<file path="config.mk">
export PLATFORM = sky130hd
export DESIGN_NAME = evg_sequence_trigger
export DESIGN_NICKNAME = d
export VERILOG_FILES = /design/src/rtl/evg_sequence_trigger.sv
export SDC_FILE = /design/constraint.sdc
export NUM_CORES = 1
export LEC_CHECK = 0
export CORE_MARGIN = 2
export CORE_UTILIZATION = 25
export CTS_BUF_LIST = sky130_fd_sc_hd__clkbuf_8 sky130_fd_sc_hd__clkbuf_16
export DETAILED_ROUTE_END_ITERATION = 8
export PLACE_DENSITY = 0.54
export SKIP_LAST_GASP = 1
export SLEW_MARGIN = 20
export SYNTH_ARGS = -nofsm -noshare
export SYNTH_HDL_FRONTEND = slang
export SYNTH_SLANG_ARGS = --single-unit
</file>
<file path="constraint.sdc">
create_clock -name evgTxClk -period 4.5 [get_ports evgTxClk]
set_input_delay 0.9 -clock evgTxClk [delete_from_list [all_inputs] [get_ports evgTxClk]]
set_output_delay 0.9 -clock evgTxClk [all_outputs]
set_load 0.005 [all_outputs]
</file>
<file path="src/rtl/evg_sequence_trigger.sv">
// Sequence trigger for the event generator: heartbeat timing, request merging and the
// delayed sequence-start state machine, with a saturating count of dropped requests.
module evg_sequence_trigger #(
  parameter int COUNTER_WIDTH = 32,
  parameter int DELAY_WIDTH   = 16
) (
  input  logic                     evgTxClk,
  input  logic                     evgReset,
  input  logic                     cfgEnable,
  input  logic [COUNTER_WIDTH-1:0] cfgHeartbeatInterval,
  input  logic [DELAY_WIDTH-1:0]   cfgSeqDivisor,
  input  logic [DELAY_WIDTH-1:0]   cfgSeqDelay,
  input  logic                     cfgExtEnable,
  input  logic                     extTrigger,
  input  logic                     cfgClearMissed,
  output logic                     evgHeartbeatRequest,
  output logic                     evgSequenceStart,
  output logic                     busy,
  output logic [DELAY_WIDTH-1:0]   missedCount
);

  typedef enum logic {IDLE = 1'b0, DELAY = 1'b1} state_t;

  state_t                   state;
  logic [COUNTER_WIDTH-1:0] hbCount;
  logic [COUNTER_WIDTH-1:0] hbEffective;
  logic                     hbArmed;
  logic                     hbRun;
  logic [DELAY_WIDTH-1:0]   divCount;
  logic [DELAY_WIDTH-1:0]   delayCount;
  logic                     extPrev;
  logic                     extPrimed;
  logic                     extRequest;
  logic                     returning;
  logic                     hbSeqRequest;
  logic                     request;
  logic                     blocked;
  logic                     accept;
  logic                     miss;

  function automatic logic [DELAY_WIDTH-1:0] satInc(input logic [DELAY_WIDTH-1:0] value);
    return (&value) ? value : value + DELAY_WIDTH'(1);
  endfunction

  always_comb begin
    hbRun        = cfgEnable && (cfgHeartbeatInterval != '0);
    // A disarmed counter stands for a fresh reload from the interval seen right now.
    hbEffective  = hbArmed ? hbCount : cfgHeartbeatInterval - COUNTER_WIDTH'(1);
    hbSeqRequest = evgHeartbeatRequest && (cfgSeqDivisor != '0) &&
                   (divCount == cfgSeqDivisor - DELAY_WIDTH'(1));
    request      = hbSeqRequest || extRequest;
    blocked      = (state == DELAY) || returning;
    accept       = request && !blocked;
    miss         = request && blocked;
  end

  // Heartbeat period control
  always_ff @(posedge evgTxClk or posedge evgReset) begin
    if (evgReset) begin
      hbArmed             <= 1'b0;
      evgHeartbeatRequest <= 1'b0;
    end else if (!hbRun) begin
      hbArmed             <= 1'b0;
      evgHeartbeatRequest <= 1'b0;
    end else if (hbEffective == '0) begin
      hbArmed             <= 1'b0;
      evgHeartbeatRequest <= 1'b1;
    end else begin
      hbArmed             <= 1'b1;
      evgHeartbeatRequest <= 1'b0;
    end
  end

  always_ff @(posedge evgTxClk) begin
    if (hbRun && (hbEffective != '0)) hbCount <= hbEffective - COUNTER_WIDTH'(1);
  end

  // Heartbeat divisor
  always_ff @(posedge evgTxClk or posedge evgReset) begin
    if (evgReset) begin
      divCount <= '0;
    end else if (cfgSeqDivisor == '0) begin
      divCount <= '0;
    end else if (evgHeartbeatRequest) begin
      divCount <= hbSeqRequest ? '0 : divCount + DELAY_WIDTH'(1);
    end
  end

  // External trigger edge detect; the first cycle after reset only primes the history.
  always_ff @(posedge evgTxClk or posedge evgReset) begin
    if (evgReset) begin
      extPrev    <= 1'b0;
      extPrimed  <= 1'b0;
      extRequest <= 1'b0;
    end else begin
      extPrev    <= extTrigger;
      extPrimed  <= 1'b1;
      extRequest <= cfgExtEnable && extPrimed && extTrigger && !extPrev;
    end
  end

  // Sequence start FSM
  always_ff @(posedge evgTxClk or posedge evgReset) begin
    if (evgReset) begin
      state            <= IDLE;
      evgSequenceStart <= 1'b0;
      returning        <= 1'b0;
    end else begin
      evgSequenceStart <= 1'b0;
      returning        <= 1'b0;
      if (state == IDLE) begin
        if (accept) begin
          if (cfgSeqDelay == '0) evgSequenceStart <= 1'b1;
          else                   state            <= DELAY;
        end
      end else if (delayCount == '0) begin
        evgSequenceStart <= 1'b1;
        returning        <= 1'b1;
        state            <= IDLE;
      end
    end
  end

  always_ff @(posedge evgTxClk) begin
    if (state == IDLE) begin
      if (accept) delayCount <= cfgSeqDelay - DELAY_WIDTH'(1);
    end else if (delayCount != '0) begin
      delayCount <= delayCount - DELAY_WIDTH'(1);
    end
  end

  assign busy = (state == DELAY);

  // Dropped-request counter
  always_ff @(posedge evgTxClk or posedge evgReset) begin
    if (evgReset) begin
      missedCount <= '0;
    end else if (cfgClearMissed) begin
      missedCount <= miss ? DELAY_WIDTH'(1) : '0;
    end else if (miss) begin
      missedCount <= satInc(missedCount);
    end
  end

endmodule

</file>
* After elaboration in Yosys (flattened, before gate mapping) *
Cells that the tools add are included.

word-level totals
  word-level logic and storage cells = 73
  register bits after elaboration = 88
  output and inout port bits = 19
  bits of input ports = 70

cells by class
  $add $sub $neg = 7
  equality and inequality tests = 3
  reduce and logical (&&, ||, !) cells = 27
  multiplexer cells = 24

operator list
  cell                   count
  $mux 16                9
  $reduce_bool 32->1     2
  $sub 32x1->32 const B  2
  $logic_not 16->1       3
  $sub 16x1->16 const B  3
  $add 16x1->16 const B  2
  $logic_not 32->1       1
  $mux 32                1
  $reduce_bool 16->1     2
  $eq 16x16->1           1
  $reduce_and 16->1      1
  $mux 1                 14
  $logic_and 1x1->1      9
  $reduce_bool 2->1      3
  $reduce_and 2->1       2
  $logic_not 1->1        2
  $logic_or 1x1->1       2
  $ne 2x1->1 const B     1
  $ne 2x2->1 const B     1

* Logic depth before layout (Yosys ltp) *
  word-level depth = 7
  depth in mapped cells = 14
  depth with buffers taken out = 11

* Worst setup path after synthesis *
OpenSTA, ideal clock, no wires.

  path type = input port to flip-flop
  start point = in cfgHeartbeatInterval[0]
  end point = reg hbCount[0], enable pin
  setup slack = -564 ps
  stages = 10
  library setup time = 442 ps
  required time = 4058 ps
  path buffers = 3
  data arrival time = 4622 ps
  cells stage by stage = clkbuf_2 or3_4 or2_1 buf_6 buf_2 nor4_1 o32ai_1 o211ai_1 nor3_1 a31oi_1

between the ends
  cells in the longest elaborated chain, start to end = 4
  elaborated cells on any way between the ends = 6
  classes of those cells = 1 x add/sub; 1 x mux; 4 x reduce/logical

RTL lines
  element               RTL line  text
  from (decl)           10        input logic [COUNTER_WIDTH-1:0] cfgHeartbeatInterval,
  $sub 32x1->32         48        hbEffective = hbArmed ? hbCount : cfgHeartbeatInterval - COUNTER_WIDTH'(1);
  $mux 32               48
  $reduce_bool 32->1    75        if (hbRun && (hbEffective != '0)) hbCount <= hbEffective - COUNTER_WIDTH'(1);
  $logic_and 1x1->1 *   75
  to (signal assigned)  75
  to (decl)             25        logic [COUNTER_WIDTH-1:0] hbCount;

Every way passes the cells marked *; elsewhere a longest branch is shown, timed or not.
A chain may end at the register's enable or synchronous reset.

* Final worst setup path *
  start point = in cfgHeartbeatInterval[4]
  end point = reg hbCount[6], enable pin

Same word-level chain as after synthesis.

==> results.rst <==
.. list-table::
   :header-rows: 1

   * - Metric
     - Value
   * - Run status
     - complete, no violations
   * - Post-synthesis to final-layout area growth
     - 26.8%
   * - Final Slew Violations
     - 0
   * - Post-synthesis cell area
     - 6610 um2
   * - Number of vias per cell after detailed routing
     - 4.94
   * - Final period utilization
     - 90.9%
   * - Floorplan die height
     - 167 um
   * - Worst path required time
     - 4.60 ns
   * - Clock network latency to the later pin of the worst-skew pair
     - 0.35 ns
   * - Overall power after layout
     - 2.21 mW
   * - Placed Instances
     - 1,142
   * - Predominant post-synthesis flop cell
     - edfxtp_1
   * - Average wire per cell in the routed design
     - 15.0 um
   * - Setup tns final
     - 0 ns
   * - Largest cells by area after synthesis
     - edfxtp_1, dfrtp_1, xnor2_1
   * - Post-placement setup slack
     - 0.0678 ns
   * - Pwr/cell area
     - 264 nW/um2
   * - Total congestion overflow
     - 0
   * - Sequential-to-total area share from yosys stat
     - 36.9%
   * - Largest fanout on the critical path
     - 16
   * - Number of DRC violations after detailed-routing iteration 0
     - 362
   * - Standard cell core area
     - 26,000 um2
   * - Worst slew margin
     - 42.7%
   * - Sinks on the clock net
     - 88
   * - DRC violation count after routing
     - 0
   * - Max Cap Violations
     - 0
   * - Most congested layer reported by global routing
     - met2
   * - Async set or reset register ratio after synthesis
     - 45.5%
   * - Hold violation count in the final report
     - 0
   * - Syn Nets
     - 792
   * - Number of primary I/O pins
     - 89
   * - Overall die width
     - 167 um
   * - Cell area after layout
     - 8380 um2
   * - TritonCTS clock tree
     - built
   * - Type of origin of the critical path
     - primary input
   * - Tightest Pin Transition
     - 0.857 ns
   * - Bufs on Longest Clock Path
     - 2
   * - Number of distinct library cells after synthesis
     - 70
   * - Total Die Area
     - 27,800 um2
   * - DRT Wirelength
     - 17.3 mm
   * - First-pass GRT wire length
     - 28.3 mm
   * - Synth Instances
     - 716
   * - Total of hold buffers inserted after clock tree synthesis
     - 0
   * - Maximum number of pins on one net before global-route repair
     - 41
   * - Number of diodes
     - 0
   * - Crit-path slowest cell
     - or3_1
   * - Floorplan row count
     - 59
   * - Post-route ant nets
     - 0
   * - Post-synthesis register bit count
     - 88
   * - GR Layer Usage met2
     - 20.4%
   * - Leading cell type by number of instances after synthesis
     - nor2_1
   * - Count of placed standard cells in the final layout, fillers left out
     - 1,158
   * - Worst stage delay on the critical path
     - 0.53 ns
   * - Post-synth top cells
     - nor2_1, edfxtp_1, nand2_1
   * - Effective utilization at floorplan
     - 25.4%
   * - Worst hold slack
     - 0.538 ns
   * - Routability congestion estimate from global placement
     - 0.826
   * - Vias in the first global route
     - 5,489
   * - Met1 usage
     - 16.7%
   * - Warning count from the yosys run
     - 0
   * - Final min period
     - 4.09 ns
   * - Kind of critical path
     - in2reg
   * - Pre-antenna DRT Iters
     - 4
   * - Cell Area, Placed
     - 8080 um2
   * - Fraction of final layout cells sized beyond drive strength 1
     - 10.6%
   * - Static Leak
     - 3.00 nW
   * - Worst setup skew after layout
     - 0.0102 ns
   * - Crit. End Element
     - flip-flop
   * - Number of clock buffers inserted by TritonCTS
     - 9
   * - Min-delay worst type
     - reg2reg
   * - Post-synth EDFFs
     - 48
   * - Setup violators final
     - 0
   * - Count of cells resized by post-cts repair
     - 0
   * - CP Cell Sequence
     - clkdlybuf4s50_1 > or3_1 > or2_1 > o41a_1 > a2111oi_4 > o2111ai_2 > nor4b_4 > a31oi_4 > buf_12
   * - Level count of the clock H-tree
     - 3
   * - Detailed-placement wirelength estimate
     - 13.2 mm
   * - Slack of the critical path
     - 0.411 ns
   * - Cell taking the most area after synthesis
     - edfxtp_1
   * - Critical Path AT
     - 4.19 ns
   * - Number of antenna violations at the first check in global routing
     - 0
   * - Vias post-DR
     - 5,716
   * - Reg clk slew, reported paths
     - 0.06 ns
   * - Final design utilization
     - 32.2%
   * - Maximum operating frequency
     - 0.245 GHz
   * - Clock root buffer
     - clkbuf_16
   * - Setup repair after global routing missed its margin
     - no
   * - Global router's overall resource usage
     - 12.4%
   * - Global-route met3 utilization
     - 1.88%
   * - Syn avg cell area
     - 9.23 um2
   * - Post-CTS Setup Repair Bufs
     - 0
   * - Nets@finish
     - 894
   * - Peak supply drop
     - 0.000131 V
   * - Number of port buffers
     - 88
   * - Share of Yosys cell area claimed by the top area cell type
     - 21.8%
[final cells by class]
| cell class | instances | area, um2 |
|---|---|---|
| clock inverters | 7 | 63.8 |
| well taps | 335 | 419 |
| repair buffers | 123 | 1170 |
| inverters | 15 | 56.3 |
| multi-input cells | 581 | 4000 |
| flip-flops and latches | 88 | 2440 |
| fillers | 2709 | 17600 |
| clock buffers | 9 | 225 |
[registers in the layout, summed over array words and instances (netlist names)]
name / cells
evgHeartbeatRequest: 1
extRequest: 1
hbArmed: 1
hbCount: 32
extPrev: 1
busy: 1
delayCount: 16
returning: 1
divCount: 16
extPrimed: 1
evgSequenceStart: 1
missedCount: 16
[report_power, final]
part	total (mW)	switching [mW]	internal [mW]
sequential	1.02	0.0569	0.960
clock	0.756	0.329	0.427
combinational	0.442	0.226	0.216
[final timing paths]
path / slack, ns / from / end / cells past startpoint
hold reg to reg: 0.54 / extPrev$_DFF_PP0_ / extRequest$_DFF_PP0_ / 1
setup reg to reg: 1.23 / hbArmed$_DFF_PP0_ / hbCount[6]$_DFFE_PP_ / 9
setup / recovery: 0.41 / cfgHeartbeatInterval[4] / hbCount[6]$_DFFE_PP_ / 9
hold / removal: 0.54 / extPrev$_DFF_PP0_ / extRequest$_DFF_PP0_ / 1
min in group asynchronous: 0.98 / evgReset / missedCount[6]$_DFFE_PP0P_ / 3
max in group asynchronous: 3.10 / evgReset / hbArmed$_DFF_PP0_ / 3
[cells by family after synthesis]
| family | share of synthesized area (%) |
|---|---|
| buffers and inverters | 2.90 |
| xor gates and xnor gates | 10.6 |
| other | 0.0567 |
| muxes | 4.39 |
| adders and majority gates | 1.14 |
| DFF | 36.9 |
| and+or+nand+nor | 27.5 |
| AOI/OAI and AO/OA | 16.5 |
[layer usage]
metal,vias up,wire (um)
li1,2898,-
met1,2699,8390
met2,101,8090
met3,18,517
met4,0,348
met5,-,0
[worst max-delay path, delay by kind of cell]
| family | cells | cell delay [ns] |
|---|---|---|
| compound gates | 4 | 1.31 |
| buf+inv | 2 | 0.63 |
| simple gates | 3 | 1.34 |
[placed cells by master, fill, tap and decap left out, types with 21 or more instances in the layout]
master and count:
a21oi_1 21, dfrtp_1 39, nand2_1 48, buf_4 33
nor2_1 54, edfxtp_1 48, nor4_1 29, o21ai_0 36
xnor2_1 42, nor3_1 37, clkdlybuf4s50_1 88, xor2_1 38
No activity file was read; power rests on OpenSTA's default activity.
